<file path="src/rtl/switch_pkg.sv">
// switch_pkg: packet types, word field positions and target classification
// shared by the ingress, fabric and egress stages of the 4-port switch.
package switch_pkg;
    typedef enum logic [1:0] {SINGLE = 2'd0, MULTICAST = 2'd1, BROADCAST = 2'd2, ILLEGAL = 2'd3} ptype_t;
    localparam int PKT_W = 16;
    localparam int TGT_LSB = 0;
    localparam int SRC_LSB = 4;
    localparam int DATA_LSB = 8;
    // A target with a single bit set addresses exactly one port.
    function automatic ptype_t classify_target(input logic [3:0] tgt);
        return (tgt == 4'd0) ? ILLEGAL :
               (tgt == 4'hF) ? BROADCAST :
               ((tgt & (tgt - 4'd1)) == 4'd0) ? SINGLE : MULTICAST;
    endfunction
endpackage

</file>
<file path="src/rtl/port_rx_fifo.sv">
// port_rx_fifo: synchronous FIFO with wrap-bit pointers; reads as zero when empty.
module port_rx_fifo #(
    parameter int WIDTH = 18,
    parameter int DEPTH = 4
) (
    input  logic                     clk,
    input  logic                     reset,
    input  logic                     push,
    input  logic                     pop,
    input  logic [WIDTH-1:0]         din,
    output logic [WIDTH-1:0]         dout,
    output logic                     full,
    output logic                     empty,
    output logic [$clog2(DEPTH):0]   count
);
    localparam int AW = $clog2(DEPTH);
    localparam int CW = AW + 1;
    logic [WIDTH-1:0] mem_q [DEPTH];
    logic [WIDTH-1:0] mem_d [DEPTH];
    logic [AW:0] wr_ptr_q, wr_ptr_d, rd_ptr_q, rd_ptr_d;
    logic do_push, do_pop;
    always_comb begin
        count = wr_ptr_q - rd_ptr_q;
        empty = wr_ptr_q == rd_ptr_q;
        full = (wr_ptr_q[AW] != rd_ptr_q[AW]) && (wr_ptr_q[AW-1:0] == rd_ptr_q[AW-1:0]);
        do_pop = pop && !empty;
        do_push = push && (!full || do_pop);
        wr_ptr_d = wr_ptr_q + CW'(do_push);
        rd_ptr_d = rd_ptr_q + CW'(do_pop);
        mem_d = mem_q;
        if (do_push) mem_d[wr_ptr_q[AW-1:0]] = din;
        dout = empty ? '0 : mem_q[rd_ptr_q[AW-1:0]];
    end
    always_ff @(posedge clk or negedge reset) begin
        if (!reset) begin
            wr_ptr_q <= '0;
            rd_ptr_q <= '0;
        end else begin
            wr_ptr_q <= wr_ptr_d;
            rd_ptr_q <= rd_ptr_d;
        end
    end
    // Storage needs no reset: empty masks stale entries on dout.
    always_ff @(posedge clk) mem_q <= mem_d;
endmodule

</file>
<file path="src/rtl/port_rx_buffer.sv">
// port_rx_buffer: per-port ingress stage; classifies incoming packets, buffers
// them for the fabric, drives backpressure and counts dropped packets.
module port_rx_buffer
    import switch_pkg::*;
#(
    parameter int DEPTH = 4,
    parameter int PORTNO = 0
) (
    input  logic        clk,
    input  logic        reset,
    input  logic        valid_ip,
    input  logic [15:0] data_ip,
    output logic        suspend_ip,
    output logic        fab_valid,
    output logic [15:0] fab_data,
    output logic [1:0]  fab_ptype,
    input  logic        fab_ready,
    output logic        drop_pulse,
    output logic [7:0]  drop_count
);
    localparam int CW = $clog2(DEPTH) + 1;
    if (PORTNO < 0 || PORTNO > 3) begin : g_bad_portno
        $error("port_rx_buffer: PORTNO %0d out of range", PORTNO);
    end
    if (DEPTH < 2 || (DEPTH & (DEPTH - 1)) != 0) begin : g_bad_depth
        $error("port_rx_buffer: DEPTH %0d must be a power of two >= 2", DEPTH);
    end
    ptype_t ptype;
    logic [17:0] head;
    logic full, empty, pop, accept, drop;
    logic [CW-1:0] occ, occ_next;
    logic suspend_q, suspend_d, drop_pulse_q, drop_pulse_d;
    logic [7:0] drop_count_q, drop_count_d;
    always_comb begin
        ptype = classify_target(data_ip[TGT_LSB +: 4]);
        pop = !empty && fab_ready;
        // A pop on the same edge frees the slot, so a full FIFO still accepts.
        accept = valid_ip && ptype != ILLEGAL && (!full || pop);
        drop = valid_ip && !accept;
        occ_next = occ + CW'(accept) - CW'(pop);
        suspend_d = occ_next == CW'(DEPTH);
        drop_pulse_d = drop;
        drop_count_d = drop_count_q + 8'(drop && drop_count_q != 8'hFF);
    end
    always_ff @(posedge clk or negedge reset) begin
        if (!reset) begin
            suspend_q <= 1'b0;
            drop_pulse_q <= 1'b0;
            drop_count_q <= 8'd0;
        end else begin
            suspend_q <= suspend_d;
            drop_pulse_q <= drop_pulse_d;
            drop_count_q <= drop_count_d;
        end
    end
    port_rx_fifo #(.WIDTH(18), .DEPTH(DEPTH)) u_fifo (
        .clk   (clk),
        .reset (reset),
        .push  (accept),
        .pop   (pop),
        .din   ({ptype, data_ip}),
        .dout  (head),
        .full  (full),
        .empty (empty),
        .count (occ)
    );
    assign fab_valid = !empty;
    assign fab_data = head[15:0];
    assign fab_ptype = head[17:16];
    assign suspend_ip = suspend_q;
    assign drop_pulse = drop_pulse_q;
    assign drop_count = drop_count_q;
endmodule

</file>
<file path="config.mk">
export PLATFORM = sky130hd
export DESIGN_NAME = port_rx_buffer
export DESIGN_NICKNAME = d
export VERILOG_FILES = /design/src/rtl/switch_pkg.sv /design/src/rtl/port_rx_fifo.sv /design/src/rtl/port_rx_buffer.sv
export SDC_FILE = /design/constraint.sdc
export NUM_CORES = 1
export LEC_CHECK = 0
export BUFFER_PORTS_ARGS = -buffer_cell sky130_fd_sc_hd__buf_4
export CAP_MARGIN = 20
export CORE_UTILIZATION = 42
export CTS_BUF_LIST = sky130_fd_sc_hd__clkbuf_8
export CTS_CLUSTER_SIZE = 14
export DETAILED_ROUTE_END_ITERATION = 10
export PLACE_DENSITY_LB_ADDON = 0.08
export SETUP_SLACK_MARGIN = 0.1
export SLEW_MARGIN = 20
export SYNTH_ARGS = -nofsm -noshare
export SYNTH_HDL_FRONTEND = slang
export SYNTH_SLANG_ARGS = --single-unit
</file>
<file path="constraint.sdc">
create_clock -name clk -period 4 [get_ports clk]
set_input_delay 0.8 -clock clk [delete_from_list [all_inputs] [get_ports clk]]
set_output_delay 0.8 -clock clk [all_outputs]
set_load 0.02 [all_outputs]
</file>
* Word-level counts from Yosys, hierarchy flattened
Cells that the tools add are included.
** Operators by class
- Reduce and logical (&&, ||, !) cells :: 16
- Add/sub/neg operators :: 7
- $lt $le $gt $ge :: 3
- Mux-type cells :: 10
- Bitwise gates (word level) :: 3
- Equality and inequality tests :: 7
** Operators by type and width (number)
- bitwise mux 72 bit :: 1
- two-way mux 18 bit :: 4
- binary-select mux 18 bit (select 2 bit) :: 1
- demux 18 bit (select 2 bit) :: 1
- adder 3 x 1 -> 3 bit :: 3
- logical AND 1 bit :: 9
- adder 8 x 1 -> 8 bit :: 1
- logical NOT 4 bit :: 2
- inequality test 8 bit, second input constant :: 1
- >= comparator 3 bit, second input constant :: 2
- NOT 2 -> 3 bit :: 2
- AND 4 bit :: 1
- equality test 4 bit, second input constant :: 1
- two-way mux 2 bit :: 2
- subtractor 4 x 1 -> 4 bit, second input constant :: 1
- equality test 3 bit :: 1
- equality test 3 bit, second input constant :: 1
- logical NOT 1 bit :: 3
- less-than comparator 3 x 1 -> 1 bit, second input constant :: 1
- subtractor 3 x 1 -> 3 bit :: 1
- subtractor 3 bit :: 1
- equality test 2 bit :: 1
- logical OR 1 bit :: 2
- inequality test 2 bit, second input constant :: 1
- other kinds (2) :: 2
** Storage, ports and cells
- Flip-flop bits (word level) :: 88
- Output and inout port bits :: 29

* Logic depth before layout (Yosys ltp)
Gate-level depths: netlist of run 1.
- Depth after elaboration :: 13
- Gate-level depth with buffers :: 13

* Cells and area by module
A second synthesis of run 1 with hierarchy kept.
** Unflattened totals
- Cell total of the unflattened synthesis :: 208
- Area, all modules :: 3754.9 µm²
** By module, submodules not included
- port_rx_fifo :: area an instance 3185.6 µm², instances 1, cells each 154
- port_rx_buffer :: area an instance 569.3 µm², instances 1, cells each 54

* Worst setup path after synthesis of run 1
Ideal clock, no wire load.
- Kind :: input-to-reg
- Start :: in data_ip[3]
- End :: reg suspend_q (netlist: suspend_ip)
- Path buffers :: 0
- Path slack :: 1.108 ns
- Required time :: 3.880 ns
- Cell stages on the path :: 11
- Arrival time :: 2.772 ns
- Path through :: o41a_1 > o41ai_4 > inv_2 > fa_1 > inv_1 > fa_1 > inv_1 > ha_1 > xor2_1 > xnor2_1 > nor3_1
** On the way
- Word-level cells in the longest chain between the ends :: 12
- Elaborated cells between the ends (all ways) :: 14
- Classes of those cells :: add/sub: 3; eq/ne: 3; mux: 3; bitwise: 1; reduce/logical: 4
** Ends and longest elaborated chain
- start: declaration :: RTL line port_rx_buffer.sv:12 : input logic [15:0] data_ip,
- subtractor 4 x 1 -> 4 bit :: RTL line switch_pkg.sv:13 : ((tgt & (tgt - 4'd1)) == 4'd0) ? SINGLE : MULTICAST;
- AND 4 bit :: RTL line switch_pkg.sv:13
- logical NOT 4 bit :: RTL line switch_pkg.sv:13
- two-way mux 1 bit :: RTL line switch_pkg.sv:13
- two-way mux 2 bit :: RTL line switch_pkg.sv:12 : (tgt == 4'hF) ? BROADCAST :
- two-way mux 2 bit (*) :: RTL line switch_pkg.sv:11 : return (tgt == 4'd0) ? ILLEGAL :
- inequality test 2 bit (*) :: RTL line port_rx_buffer.sv:38 : accept = valid_ip && ptype != ILLEGAL && (!full || pop);
- logical AND 1 bit (*) (2 in series) :: RTL line port_rx_buffer.sv:38
- adder 3 x 1 -> 3 bit (*) :: RTL line port_rx_buffer.sv:40 : occ_next = occ + CW'(accept) - CW'(pop);
- subtractor 3 x 1 -> 3 bit (*) :: RTL line port_rx_buffer.sv:40
- equality test 3 bit (*) :: RTL line port_rx_buffer.sv:41 : suspend_d = occ_next == CW'(DEPTH);
- net suspend_d :: RTL line port_rx_buffer.sv:32 : logic suspend_q, suspend_d, drop_pulse_q, drop_pulse_d;
- end signal: assignment :: RTL line port_rx_buffer.sv:51 : suspend_q <= suspend_d;
- end: declaration :: RTL line port_rx_buffer.sv:32
Mark *: on every way through the listed nets, which the timed path passes. The rest lies on a longest branch.
A chain may end at the register's enable or synchronous reset.

* Final worst setup path of run 1
Same ends and word-level chain as after synthesis.

==> impl_metrics.ini, run 1 <==
[status]
status = complete, no violations

[detailed_routing]
drt_drc_violations_left = 0
via_per_inst = 5.060
drt-pass1-iter-count = 4
wirelength_um = 6353
vias = 1842
drt_iter0_markers = 83
route.detailed.wl_per_inst_um = 17.45
ant_nets = 0

[synthesis]
synth.cell_area_um2 = 3657
ys_seq_elements = 88
synthDominantCellAreaShare_pct = 59.12
synthFlopType = sky130_fd_sc_hd__edfxtp_1
synthesis.area_per_instance_um2 = 18.85
yosys.area.top_type = sky130_fd_sc_hd__edfxtp_1
top_area_cells_in_the_synthesized_netlist = sky130_fd_sc_hd__edfxtp_1, sky130_fd_sc_hd__dfrtp_1, sky130_fd_sc_hd__mux4_2
post_synth_num_cell_types = 28
synth_sequential_area_ratio_pct = 70.07
synthMostInstantiatedCell = sky130_fd_sc_hd__edfxtp_1
synth.cells.most_frequent = sky130_fd_sc_hd__edfxtp_1, sky130_fd_sc_hd__nor2b_1, sky130_fd_sc_hd__dfrtp_1
synthesis.nets = 225
count_of_yosys_warnings_during_synthesis = 0
synth_edf_count = 72
synth_async_sr_flop_share_pct = 18.18
syn_inst = 194

[pwr]
power_leakage_uw = 0.001682
power_density_nw_per_um2 = 816.2
post-layout-total-power_uw = 3589
peak_supply_drop_v = 0.0003532

[setup_path]
buffers_inverters_on_critical_path = 4
cp_slowest_cell = sky130_fd_sc_hd__o41a_1
crit_path_start = data_ip[3]
critPathCaptureType = register
regToRegEndpoint = suspend_ip
ff2ff_setup_slack_ps = 1200
path_class = in -> reg
setup.worst_path.start_class = input port
timing.critical_path.max_delay_family = adder cells
r2r_cells = 11
critPathRequiredTime_ps = 4220
timing.critical_path.fanout_max = 9
critical_register_to_register_path_startpoint = u_fifo.wr_ptr_q[0]
crit_chain = buf_4, o41a_1, o41ai_4, inv_2, fa_1, inv_1, fa_1, inv_1, ha_1, xor2_1, xnor2_1, nor3_1
worstPathArrival_ps = 3070
crit_end = suspend_ip
worst-path-stages = 12
critical-path-max-stage-delay_ps = 490

[timing]
tightest_slew_ps = 494.2
final-hold-violation-count = 0
fin_tns_setup_ps = 0
final.min_clock_period_ps = 2843
rsz0062_at_grt = no
fmax_ghz = 0.3517
max-slew-margin-rel_pct = 66.88
final.setup_skew_ps = 11.72
final_min_period_over_clock_period_pct = 71.09
final_max_slew_viols = 0
finalSetupViolCount = 0

[global_route]
largest_net_degree_at_the_start_of_global_routing = 21
gr-total-overflow = 0
grt_first_pass_wirelength_um = 9880
via_count_of_the_first_global_routing_pass = 1862
grt_usage_pct = 15.46
grt_antenna_before_repair = 0

[finish]
stdcell_area_um2 = 4397
fill_cells = 710
utilization_pct = 52.72
layout.cells.non_filler = 364
synth_to_final_area_change_pct = 20.22
finalNetCount = 285
n_antenna_cell = 0
proportion_of_layout_cells_with_a_drive_suffix_above_1_pct = 34.75

[flow_run]
cap_violations = 0

[floorplan]
chipWidth_um = 95.32
core_area_um2 = 8341
count_of_standard_cell_rows = 33
io_pins = 49
initial_utilization_pct = 43.85
die_ar_um2 = 9085
die_h_um = 95.32

[place]
gp_congestion = 0.6762
place.detailed.hpwl_um = 3957
port_buffers = 48
placedCellCount = 348
placement.cell_area_um2 = 4172

[worst_hold_path]
timing.hold.worst.class = in -> async

[cts]
cts_tree = built
tritoncts.num_buffers = 9
clk_root_buffer_cell = sky130_fd_sc_hd__clkbuf_8
numClockSinks = 88
worst_skew_pair.late_latency_ps = 340
cts_max_path_buffers = 2
cts.repair.resized = 0
postCtsHoldBufs = 0
cts_setup_buffers = 0
htreeDepth = 3
clk_transition_reported_paths_ps = 90
==> area by class of cell <==
class,instances,area [um^2],share of cell area (%)
inverter,7,26.28,0.5976
multi-input combinational,93,1039,23.62
tap,105,131.4,2.988
timing repair buffer,55,412.9,9.391
clock buffer,9,123.9,2.817
sequential,88,2562,58.28
clock inverter,7,101.3,2.305
==> placed cells by master, fill, tap and decap left out, drive strengths merged <==
cell,count
and2,1
and3,4
buf,55
bufinv,2
clkbuf,9
clkinvlp,2
dfrtp,16
edfxtp,72
fa,2
ha,9
inv,10
mux4,18
nand2,2
nand2b,1
nand3,3
nand4,3
nor2,3
nor2b,19
nor3,5
o21a,1
o21ai,4
o41a,1
o41ai,1
or4,1
xnor2,5
xor2,10
==> where the power goes <==
part	internal (uW)	switching [uW]
registers	1220	112
logic	711	875
clock network	358	311
total	2290	1300
==> flip-flops by register name (all words and copies together), names as in the netlist <==
register,cells
drop_count,8
drop_pulse,1
suspend_ip,1
u_fifo.mem_q,72
u_fifo.rd_ptr_q,3
u_fifo.wr_ptr_q,3
==> per-layer routing <==
metal | global-route usage [%] | vias up | routed length (um)
met2 | 24.23 | 33 | 3038
met3 | 3.110 | 8 | 187
met5 | 0 | - | 0
li1 | - | 866 | -
met1 | 21.45 | 935 | 3062
met4 | 5.682 | 0 | 65
==> stage by stage <==
stage	hold slack, ps	setup slack (ps)
after floorplan	495.6	1108
after global placement	480.6	833.8
after detailed placement	489.1	806.6
after CTS	296.0	1122
after global routing	296.2	925.3
final	303.6	1157
==> how the worst min path moves through the flow <==
stage                        from       endpoint  slack (ps)  cells past startpoint
detailed placement  drop_count[7]  drop_count[7]         490                      1
global route                reset  drop_count[3]         300                      1
CTS                         reset  drop_count[6]         300                      1
floorplan                   reset  drop_count[0]         500                      0
global placement    drop_count[7]  drop_count[7]         480                      1
finish                      reset  drop_count[6]         300                      1
==> cells by family (layout without fill, tap and decap cells) <==
group | count (synthesis) | in the layout | share of synthesized area [%]
flip-flops | 88 | 88 | 70.06
AO/OA/AOI/OAI | 7 | 7 | 1.813
buffers and inverters | 13 | 78 | 1.950
AND/OR/NAND/NOR | 42 | 42 | 6.603
adder cells (fa/ha/maj) | 11 | 11 | 4.174
XOR/XNOR | 15 | 15 | 3.798
multiplexers | 18 | 18 | 11.60
Power figures use the tool's default switching activity.
==> run 2: changes to the inputs <==
Clock period 4 ns to 2.8 ns, I/O delays scaled along.
==> run 2 against run 1 <==
  * First-iteration DRC count shrank 9.6%
  * Clock-buffer cell count did not move
  * Largest power group unchanged
  * Non-clock buffer count rose by 7
  * Final cell count rose by 1.9%
  * Combinational power increased by 48%
  * Die area did not move
  * Via count increased by 3.5%
  * Routed wire length down 2.1%
  * Worst setup slack got worse by 930 ps
  * Hold slack lost 250 ps
  * Critical path type is now reg -> reg
  * Power rose by 42%
==> impl_metrics.ini, run 2 (synthesis results as in run 1) <==
[status]
status = complete, no violations

[cts]
clk_transition_reported_paths_ps = 90
clk_root_buffer_cell = sky130_fd_sc_hd__clkbuf_8
postCtsHoldBufs = 0
tritoncts.num_buffers = 9
worst_skew_pair.late_latency_ps = 350
cts_tree = built
htreeDepth = 3
cts_max_path_buffers = 2
numClockSinks = 88

[global_route]
gr-total-overflow = 0
via_count_of_the_first_global_routing_pass = 1905
largest_net_degree_at_the_start_of_global_routing = 21
grt_first_pass_wirelength_um = 9694
grt_antenna_before_repair = 0
grt_usage_pct = 15.09

[floorplan]
count_of_standard_cell_rows = 33
die_h_um = 95.32
chipWidth_um = 95.32
die_ar_um2 = 9085
initial_utilization_pct = 43.85
io_pins = 49
core_area_um2 = 8341

[pwr]
power.switching_fraction_pct = 36.54
share_clk_of_total_power_pct = 16.7
peak_supply_drop_v = 0.0006693
power_density_nw_per_um2 = 1147
combinational_power_share_pct = 46.1
internal_power_uw = 3243
power.net_switching_uw = 1867
power_leakage_uw = 0.001705
p_seq_share_pct = 37.2

[timing]
final-hold-violation-count = 0
final.setup_skew_ps = 12.54
fmax_ghz = 0.3886
tightest_slew_ps = 972.8
final_max_slew_viols = 0
max-slew-margin-rel_pct = 35.14
final.setup.worst_slack_ps = 226.9
finalSetupViolCount = 0
final_min_period_over_clock_period_pct = 91.90
rsz0062_at_grt = yes
final.min_clock_period_ps = 2573
finalHoldWorstSlack_ps = 50.48

[detailed_routing]
vias = 1907
wirelength_um = 6217
drt_drc_violations_left = 0
route.detailed.wl_per_inst_um = 16.76
drt_iter0_markers = 75
via_per_inst = 5.140
drt-pass1-iter-count = 4
ant_nets = 0

[flow_run]
cap_violations = 0

[finish]
final_common_cell = sky130_fd_sc_hd__edfxtp_1
layout.cells.non_filler = 371
proportion_of_layout_cells_with_a_drive_suffix_above_1_pct = 38.72
stdcell_area_um2 = 4457
max_ffs_per_register = 72
layout_common_cells = sky130_fd_sc_hd__edfxtp_1, sky130_fd_sc_hd__buf_4, sky130_fd_sc_hd__nor2b_1
finalNetCount = 292
synth_to_final_area_change_pct = 21.86
registers.top_by_ff_count = u_fifo.mem_q
n_antenna_cell = 0

[setup_path]
worst-path-stages = 11
timing.critical_path.fanout_max = 2
timing.critical_path.max_delay_family = adder cells
path_class = reg -> reg
critical-path-top-cell-by-count = sky130_fd_sc_hd__inv_2
buffers_inverters_on_critical_path = 3
worstPathArrival_ps = 2830
crit_chain = xor2_4, o41ai_4, inv_2, fa_2, inv_2, fa_1, inv_1, ha_2, xor2_2, xnor2_1, nor3_1
r2r_cells = 11
cp_slowest_cell = sky130_fd_sc_hd__dfrtp_2
critPathRequiredTime_ps = 3050
critical-path-max-stage-delay_ps = 450
setup.worst_path.start_class = register
critPathCaptureType = register

[worst_hold_path]
timing.hold.worst.class = in -> async

[place]
detailedPlace.worstSlack_ps = -4.248
place.detailed.hpwl_um = 3846
port_buffers = 48
placement.cell_area_um2 = 4225
placedCellCount = 353
gp_congestion = 0.7018
==> run 2: changes by cell type in the layout (fill, tap and decap cells not counted), sizes merged <==
cell    delta
buf        +7
bufinv     -1
clkinv     +2
inv        -1
==> run 2: final cells by class <==
type | instances | area [um^2]
fillers | 708 | 3884
flip-flops and latches | 88 | 2565
multi-input cells | 93 | 1070
repair buffers | 62 | 469.2
well taps | 105 | 131.4
clock buffers | 9 | 123.9
clock inverters | 7 | 71.32
inverters | 7 | 26.28
==> run 2: final timing paths <==
check | startpoint | endpoint | slack, ps
worst max register to register | u_fifo.rd_ptr_q[1] | suspend_ip | 230
worst min register to register | drop_count[7] | drop_count[7] | 500
worst max-delay path | u_fifo.rd_ptr_q[1] | suspend_ip | 230
max in group asynchronous | reset | drop_count[1] | 2560
min in group clk | data_ip[12] | u_fifo.mem_q[66] | 410
worst min-delay path | reset | u_fifo.wr_ptr_q[2] | 50
==> run 2: per-layer routing <==
layer	part of all wire [%]	routed length [um]	GRT usage (%)
met1	45	2795	19.94
met3	2.9	178	2.632
met4	1.5	91	6.061
met5	0	0	0
met2	51	3151	24.82
==> run 2: timing repair <==
action,in CTS,in global routing
gates resized for setup,0,5
endpoints found under the setup margin,0,2
setup buffers,0,2
==> run 2: per-stage QoR <==
stage                     total power [uW]  TNS, ps  utilization, %
after floorplan                       3436        0               -
after global placement                4269        0           50.66
after detailed placement              4283   -4.248           50.66
after CTS                             5137        0           53.00
after global routing                  5448        0           53.44
final                                 5111        0           53.44
==> run 2: power groups by stage <==
stage	registers (uW)	clock network, uW	logic [uW]
floorplan	1960	0	1470
global placement	1930	0	2340
detailed placement	1930	0	2350
CTS	1900	876	2360
global route	1930	921	2590
finish	1900	856	2360
==> run 2: worst reg2reg max path, delay by kind of cell, from the launching register on <==
family	cells	cell delay [ps]
adder cells (fa/ha/maj)	3	900
flip-flops	1	450
XOR/XNOR	3	420
AO/OA/AOI/OAI	1	360
buffers and inverters	3	200
AND/OR/NAND/NOR	1	140
